File: src/rtl/snake_engine.sv
// snake_engine: snake body shift register, tick-paced movement, growth, self-collision and render queries
module snake_engine #(
  parameter int GRID_W   = 160,
  parameter int GRID_H   = 120,
  parameter int X_BITS   = 8,
  parameter int Y_BITS   = 7,
  parameter int MAX_LEN  = 32,
  parameter int INIT_LEN = 4,
  parameter int LEN_BITS = 6,
  parameter int TICK_DIV = 5000000
) (
  input  logic                CLK,
  input  logic                RESET,
  input  logic [1:0]          DIR,
  input  logic                ENABLE,
  input  logic                GROW,
  input  logic [X_BITS-1:0]   QUERY_X,
  input  logic [Y_BITS-1:0]   QUERY_Y,
  output logic [X_BITS-1:0]   HEAD_X,
  output logic [Y_BITS-1:0]   HEAD_Y,
  output logic [LEN_BITS-1:0] LENGTH,
  output logic                MOVE_TICK,
  output logic                COLLISION,
  output logic                PIXEL_HIT,
  output logic                HEAD_HIT
);
  localparam int C_BITS = $clog2(TICK_DIV);
  localparam logic [X_BITS-1:0] X_MAX = X_BITS'(GRID_W - 1);
  localparam logic [Y_BITS-1:0] Y_MAX = Y_BITS'(GRID_H - 1);
  typedef enum logic {RUN, DEAD} state_t;
  state_t state, state_nxt;
  logic [X_BITS-1:0] seg_x [MAX_LEN];
  logic [Y_BITS-1:0] seg_y [MAX_LEN];
  logic [C_BITS-1:0] cnt;
  logic grow_pending, grow, hit, move, pix;
  logic [X_BITS-1:0] nx;
  logic [Y_BITS-1:0] ny;
  logic [LEN_BITS-1:0] lim;
  assign MOVE_TICK = cnt == C_BITS'(TICK_DIV - 1);
  assign COLLISION = state == DEAD;
  assign HEAD_X = seg_x[0];
  assign HEAD_Y = seg_y[0];
  // next head with wrap, collision search over the body that stays put, query match and next state
  always_comb begin
    nx = DIR == 2'b01 ? (seg_x[0] == X_MAX ? '0 : seg_x[0] + X_BITS'(1)) :
         DIR == 2'b11 ? (seg_x[0] == '0 ? X_MAX : seg_x[0] - X_BITS'(1)) : seg_x[0];
    ny = DIR == 2'b10 ? (seg_y[0] == Y_MAX ? '0 : seg_y[0] + Y_BITS'(1)) :
         DIR == 2'b00 ? (seg_y[0] == '0 ? Y_MAX : seg_y[0] - Y_BITS'(1)) : seg_y[0];
    grow = grow_pending | GROW;
    lim = grow ? LENGTH - LEN_BITS'(1) : LENGTH - LEN_BITS'(2);
    move = state == RUN && MOVE_TICK && ENABLE;
    hit = 1'b0;
    pix = 1'b0;
    for (int k = 0; k < MAX_LEN; k++) begin
      hit |= k > 0 && LEN_BITS'(k) <= lim && seg_x[k] == nx && seg_y[k] == ny;
      pix |= LEN_BITS'(k) < LENGTH && seg_x[k] == QUERY_X && seg_y[k] == QUERY_Y;
    end
    state_nxt = move && hit ? DEAD : state;
  end
  // state register and free-running move tick counter
  always_ff @(posedge CLK or negedge RESET) begin
    if (!RESET) begin
      state <= RUN;
      cnt <= '0;
    end else begin
      state <= state_nxt;
      cnt <= MOVE_TICK ? '0 : cnt + C_BITS'(1);
    end
  end
  // body shift on a clean move, growth bookkeeping
  always_ff @(posedge CLK or negedge RESET) begin
    if (!RESET) begin
      for (int i = 0; i < MAX_LEN; i++) begin
        seg_x[i] <= X_BITS'(GRID_W / 2);
        seg_y[i] <= Y_BITS'(GRID_H / 2 + i);
      end
      LENGTH <= LEN_BITS'(INIT_LEN);
      grow_pending <= 1'b0;
    end else if (move && !hit) begin
      for (int i = MAX_LEN - 1; i > 0; i--) begin
        seg_x[i] <= seg_x[i-1];
        seg_y[i] <= seg_y[i-1];
      end
      seg_x[0] <= nx;
      seg_y[0] <= ny;
      if (grow && LENGTH != LEN_BITS'(MAX_LEN)) LENGTH <= LENGTH + LEN_BITS'(1);
      if (grow) grow_pending <= 1'b0;
    end else if (GROW && state == RUN) begin
      grow_pending <= 1'b1;
    end
  end
  // registered render query answers
  always_ff @(posedge CLK or negedge RESET) begin
    if (!RESET) begin
      PIXEL_HIT <= 1'b0;
      HEAD_HIT <= 1'b0;
    end else begin
      PIXEL_HIT <= pix;
      HEAD_HIT <= seg_x[0] == QUERY_X && seg_y[0] == QUERY_Y;
    end
  end
endmodule

File: config.mk
export PLATFORM = sky130hd
export DESIGN_NAME = snake_engine
export DESIGN_NICKNAME = d
export VERILOG_FILES = /design/src/rtl/snake_engine.sv
export SDC_FILE = /design/constraint.sdc
export NUM_CORES = 1
export LEC_CHECK = 0
export BUFFER_PORTS_ARGS = -buffer_cell sky130_fd_sc_hd__buf_4
export CAP_MARGIN = 15
export CORE_ASPECT_RATIO = 0.6
export CORE_MARGIN = 1.5
export CORE_UTILIZATION = 50
export CTS_BUF_LIST = sky130_fd_sc_hd__clkbuf_4 sky130_fd_sc_hd__clkbuf_8
export DETAILED_ROUTE_END_ITERATION = 16
export PLACE_DENSITY = 0.66
export SETUP_SLACK_MARGIN = 0.2
export SLEW_MARGIN = 10
export SYNTH_ARGS = -nofsm -noshare
export SYNTH_HDL_FRONTEND = slang
export SYNTH_SLANG_ARGS = --single-unit
File: constraint.sdc
create_clock -name CLK -period 7.2 [get_ports CLK]
set_clock_uncertainty 0.05 [all_clocks]
set_input_delay 1.08 -clock CLK [delete_from_list [all_inputs] [get_ports CLK]]
set_output_delay 1.08 -clock CLK [all_outputs]
set_load 0.1 [all_outputs]
# Word-level counts from Yosys, hierarchy flattened

Index checks and enable logic that the tools add are counted.

Bits of input ports: 21
Register bits: 513
Output and inout bits: 25
Logic and storage cells: 491

Add/sub/neg operators: 8
Reductions and logical operators: 140
Bitwise gates (word level): 63
Order comparisons: 63
Equal/unequal tests: 134
Multiplexer cells: 13

Operators by type and width:

| cell                                                          | number |
|---|---|
| equality test 8 bit                                           | 63 |
| equality test 7 bit                                           | 63 |
| logical AND 1 bit                                             | 133 |
| less-or-equal comparator 5 x 6 -> 1 bit, first input constant | 16 |
| < comparator 5 x 6 -> 1 bit, first input constant             | 16 |
| OR 1 bit                                                      | 62 |
| less-or-equal comparator 4 x 6 -> 1 bit, first input constant | 8 |
| < comparator 4 x 6 -> 1 bit, first input constant             | 8 |
| two-way mux 8 bit                                             | 4 |
| two-way mux 7 bit                                             | 4 |
| less-or-equal comparator 3 x 6 -> 1 bit, first input constant | 4 |
| < comparator 3 x 6 -> 1 bit, first input constant             | 4 |
| adder 23 x 1 -> 23 bit, second input constant                 | 1 |
| equality test 23 bit, second input constant                   | 1 |
| two-way mux 23 bit                                            | 1 |
| less-or-equal comparator 2 x 6 -> 1 bit, first input constant | 2 |
| < comparator 1 x 6 -> 1 bit, first input constant             | 2 |
| < comparator 2 x 6 -> 1 bit, first input constant             | 2 |
| adder 8 x 1 -> 8 bit, second input constant                   | 1 |
| equality test 8 bit, second input constant                    | 1 |
| logical NOT 8 bit                                             | 1 |
| subtractor 8 x 1 -> 8 bit, second input constant              | 1 |
| adder 7 x 1 -> 7 bit, second input constant                   | 1 |
| equality test 7 bit, second input constant                    | 1 |
| 17 further kinds                                              | 21 |

# Longest topological paths before layout

Word-level depth: 41
Gate-level depth with buffers: 20
Gate-level depth less buffers: 13

# Worst setup path after synthesis

No wires, ideal clock.

Path kind: reg2reg
Start point: reg seg_y, in the netlist HEAD_Y[1]
End point: reg seg_y, in the netlist HEAD_Y[0]
Slack: 2.380 ns
Stages on the path, launching flop included: 20
Period minus slack after synthesis: 4.820 ns
Arrival time: 4.645 ns
Buffers on the path: 8
Required time: 7.025 ns
Setup time: 0.125 ns
Path through: dfrtp_1 -> buf_2 -> buf_1 -> inv_1 -> ha_1 -> or3b_1 -> or4_1 -> buf_2 -> a31o_2 -> buf_2 -> buf_6 -> buf_2 -> o21ai_0 -> nor4_1 -> a2111oi_2 -> nand4_2 -> nor2_8 -> buf_12 -> buf_12 -> mux2_4

Cells in the longest elaborated chain, start to end: 38
Elaborated cells between the ends (all ways): 102
Those cells by class: add/sub (2); eq/ne (32); mux (4); bitwise (30); reduce/logical (34)

Ends and longest elaborated chain:

| what                                                           | line | source |
|---|---|---|
| start, declared                                                | 33   | `logic [Y_BITS-1:0] seg_y [MAX_LEN];` |
| start signal, assigned by index                                | 75   | `seg_y[i] <= Y_BITS'(GRID_H / 2 + i);` |
| start signal, assigned by index                                | 82   | `seg_y[i] <= seg_y[i-1];` |
| subtractor 7 x 1 -> 7 bit or logical NOT 7 bit (tied branches) | 48   | `DIR == 2'b00 ? (seg_y[0] == '0 ? Y_MAX : seg_y[0] - Y_BITS'(1)) : seg_y[0];` |
| two-way mux 7 bit (2 in a row)                                 | 48   |  |
| two-way mux 7 bit *                                            | 47   | `ny = DIR == 2'b10 ? (seg_y[0] == Y_MAX ? '0 : seg_y[0] + Y_BITS'(1)) :` |
| equality test 7 bit                                            | 55   | `hit \|= k > 0 && LEN_BITS'(k) <= lim && seg_x[k] == nx && seg_y[k] == ny;` |
| logical AND 1 bit                                              | 55   |  |
| OR 1 bit (30 in a row)                                         | 55   |  |
| logical NOT 1 bit                                              | 79   | `end else if (move && !hit) begin` |
| logical AND 1 bit                                              | 79   |  |

Every way passes the cells marked *; elsewhere a longest branch is shown, timed or not.
A chain may end at the register's enable or synchronous reset.

# Worst setup path in the final report

Start point: reg seg_y, in the netlist HEAD_Y[0]
End point: reg seg_x[127] in the netlist's numbering

Cells in the longest elaborated chain, start to end: 38
Elaborated cells between the ends (all ways): 102
Those cells by class: add/sub (2); eq/ne (32); mux (4); bitwise (30); reduce/logical (34)

Ends and longest elaborated chain:

| what                                                           | line | source |
|---|---|---|
| subtractor 7 x 1 -> 7 bit or logical NOT 7 bit (tied branches) | 48   |  |
| two-way mux 7 bit (2 in a row)                                 | 48   |  |
| two-way mux 7 bit *                                            | 47   |  |
| equality test 7 bit                                            | 55   |  |
| logical AND 1 bit                                              | 55   |  |
| OR 1 bit (29 in a row)                                         | 55   |  |
| OR 1 bit *                                                     | 55   |  |
| logical NOT 1 bit *                                            | 79   |  |
| logical AND 1 bit *                                            | 79   |  |
| end signal, assigned by index                                  | 74   | `seg_x[i] <= X_BITS'(GRID_W / 2);` |
| end signal, assigned by index                                  | 81   | `seg_x[i] <= seg_x[i-1];` |
| end, declared                                                  | 32   | `logic [X_BITS-1:0] seg_x [MAX_LEN];` |

Marked as above.

==> summary.txt <==
STA
  • Highest clock frequency the design can meet: 150 MHz
  • Setup tns final: 0 ns
  • Count of endpoints failing setup in the final report: 0
  • Final worst hold slack: 0.252 ns
  • Actual slew at the worst max-slew pin: 1.12 ns
  • Unrepaired setup endpoints after global routing: no
  • Hold violation total from the final report: 0
  • Final number of max-transition violations: 0
  • Minimum clock period: 6.66 ns
  • Post-route clock period utilization: 92.4%
  • Normalized max-slew margin: 25.6%
  • Post-route setup slack: 0.544 ns

Floorplanning
  • Die Y-Extent: 210 µm
  • Die extent in x: 349 µm
  • Initial core utilization: 50.9%
  • Number of top-level design ports: 46
  • Std cell rows: 75
  • Area of the die: 73300 µm²
  • Placeable Area: 70400 µm²

Routing
  • Via count: 26900
  • Final ANT Viol Nets: 0
  • Vias per cell: 6.59
  • Initial DRC count: 4066
  • Drt drc: 0
  • Detailed-router iteration count before antenna repair: 7
  • Detailed-route wire length: 135000 µm
  • WL/cell: 33.1 µm

Global route
  • Via count of the first global-routing pass: 26000
  • Largest net degree at the start of global routing: 156
  • First-pass GRT wire length: 194000 µm
  • Antenna violations before repair: 7
  • Global-route total usage across every layer: 36.7%
  • Total congestion overflow after global routing: 0

Final layout
  • Final std cell area, no fill: 38800 µm²
  • Layout Area Growth over Synthesis: 8.19%
  • Most common cell after layout, fill and taps aside: xnor2_1
  • Post-layout util: 55.1%
  • Number of inserted filler cells in the final layout: 5879
  • Area occupied by multi-input gates: 21000 µm²
  • Storage element area: 13100 µm²
  • Total number of nets in the final design: 3125
  • Commonest cells after routing, fill and taps aside: 557 x xnor2_1, 424 x mux2_4, 379 x xor2_1
  • Share of post-route cells with drive strength above 1: 32.1%
  • Number of cells in the finished layout apart from fillers: 4086

Setup path
  • Kind of launch point of the worst setup path: flop
  • List of cells traversed by the critical path: buf_4, ha_1, nand2_1, nor2_1, or3_1, and2_2, buf_4, xnor2_1, nor4_1, nand3_1, o2111ai_1, or4_1, nor2_8, buf_12, mux2_2
  • Critical Path Fanout Max: 69
  • Worst r2r src: HEAD_Y[0]$_DFFE_PN0P_
  • Required time of the critical path: 7.77 ns
  • CP Capture Type: flop
  • Delay of the slowest cell on the worst path: 0.86 ns
  • Critical setup path kind: flop to flop
  • Crit. Startpoint: HEAD_Y[0]$_DFFE_PN0P_
  • Dominant cell type by count on the critical path: buf_4
  • Worst Path Arrival: 7.22 ns
  • Slowest cell on the critical path: or4_1

Yosys
  • Unique cell type count in the Yosys netlist: 93
  • Main combinational cell family by area after synthesis: XOR/XNOR gates
  • Adder-cell area share of the yosys netlist: 0.489%
  • Multiplexer share of the synthesized area: 19.7%
  • Mean instance size in the synthesized netlist: 11.7 µm²
  • Synth Instances: 3076
  • Async set-reset flop share out of synthesis: 100%
  • Syn. warnings: 0
  • EDFF count, synth: 0
  • Synth Flop Type: dfrtp_1
  • Sequential-to-total area share from yosys stat: 36.4%
  • Yosys reg bits: 513
  • Post-synthesis cell area: 35800 µm²
  • Xor/xnor share of the synthesized area: 22.9%
  • Mapped Nets: 3111
  • Fraction of the mapped netlist area in compound gates: 5.92%
  • Post-synthesis share of cell area spent on and, or, nand and nor gates: 9.27%

Power
  • Switching component of the power: 1.72 mW
  • Peak supply drop: 0.000142 V
  • Switching share of power: 26.6%
  • Cell internal power dissipation: 4.75 mW
  • Power density over the cells: 167 nW/µm²
  • Clock Power Share: 46.6%
  • Flop pwr share: 44.6%
  • Cell leakage power: 16.0 nW
  • Total Power: 6.47 mW
  • Logic pwr share: 8.8%

Min path
  • Type of the worst min-delay path: input pin to async pin

Placement
  • Final weighted congestion in routability-driven placement: 1.01
  • Cell area after placement: 36800 µm²
  • Cell count after placement: 3928
  • Half-perimeter wire length of the detailed placement result: 91700 µm
  • Worst-case setup slack after placement: 0.182 ns
  • # port buffers: 45

Clock network
  • Insertion delay to the later sink of the worst-skew pair: 0.79 ns
  • # resized after CTS: 0
  • Clock transition at the registers of the reported paths: 0.07 ns
  • Post-CTS setup buffer count: 0
  • Number of buffers on the longest clock path: 3
  • Maximum level of the CTS H-tree: 3
  • TritonCTS clock tree: yes
  • Total CTS buffers: 83
  • TritonCTS sink count: 513
  • Clock tree root driver cell: clkbuf_8
  • Cts hold-fix bufs: 0

Flow run
  • Number of max-cap violations: 0

Outcome
  • Result of the run: finished, final reports clean
## synth_stat cells, drive strengths merged (14+ instances only)
cell type	n	area share, %
nand4	139	2.4
nor4	116	2.1
nand3	44	0.61
a31oi	16	0.32
a2111oi	24	0.62
or3	15	0.26
nor2	76	0.84
xor2	379	9.3
nand2	76	0.80
buf	170	4.4
ha	14	0.49
o2111ai	21	0.53
clkbuf	61	0.64
o21ai	58	0.82
dfrtp	336	23
dfstp	177	13
a21oi	40	0.57
xnor2	559	14
inv	19	0.20
mux2	475	19
o211ai	18	0.38
nor3	39	0.56
## path summary, 6_finish.rpt
check	cells past startpoint	slack, ns	to
min in group CLK	1	0.45	cnt[13]$_DFF_PN0_
worst min register to register	1	0.45	cnt[13]$_DFF_PN0_
worst max-delay path	15	0.54	seg_x[127]$_DFFE_PN0P_
worst max register to register	15	0.54	seg_x[127]$_DFFE_PN0P_
max in group asynchronous	2	5.45	cnt[5]$_DFF_PN0_
worst min-delay path	1	0.25	seg_y[202]$_DFFE_PN0P_
## per-layer routing
metal / global-route usage [%] / share of wire [%] / wire length (µm) / up-vias
met1: 54.6 / 43 / 58600 / 13600
met4: 13.7 / 4.0 / 5410 / 8
met3: 13.6 / 15 / 19700 / 353
met2: 47.3 / 38 / 51200 / 2014
met5: 0.592 / 0.15 / 208 / -
li1: - / - / - / 10900
## cells by family (layout without fill, tap and decap cells)
family | count (synthesis) | after routing
flops | 513 | 513
fa+ha+maj | 14 | 14
simple gates | 587 | 588
xor+xnor | 938 | 938
buf+inv | 250 | 331
compound gates | 288 | 288
mux | 486 | 486
other cells | 0 | 4
## power by group through the flow
stage | clock network, mW | registers [mW] | logic (mW)
6_report | 3.01 | 2.89 | 0.572
5_1_grt | 3.16 | 2.89 | 0.595
4_1_cts | 3.04 | 2.89 | 0.554
3_3_place_gp | 0 | 2.94 | 0.545
2_1_floorplan | 0 | 2.94 | 0.304
3_5_place_dp | 0 | 2.94 | 0.551
## worst max-delay path: cells and delay by family (launching register included)
family                     cells  cell delay (ns)
and+or+nand+nor                8             3.42
buffers and inverters          3             1.07
adders and majority gates      1             0.25
AOI/OAI and AO/OA              1             0.42
DFF                            1             0.65
muxes                          1             0.40
xor gates and xnor gates       1             0.14
## sequential cells by signal (all words and copies together), names as in the netlist
signal and count:
grow_pending 1, seg_x 248, HEAD_Y 7, HEAD_HIT 1, COLLISION 1, HEAD_X 8, cnt 23, LENGTH 6
PIXEL_HIT 1, seg_y 217
## final cells by class
type / instances / area share, %
multi-input combinational: 2314 / 54.3
sequential: 513 / 33.7
clock buffer: 126 / 4.07
timing repair buffer: 159 / 3.90
tap: 924 / 2.98
clock inverter: 27 / 0.878
inverter: 19 / 0.184
antenna: 4 / 0.0258
No activity file was read; power rests on OpenSTA's default activity.
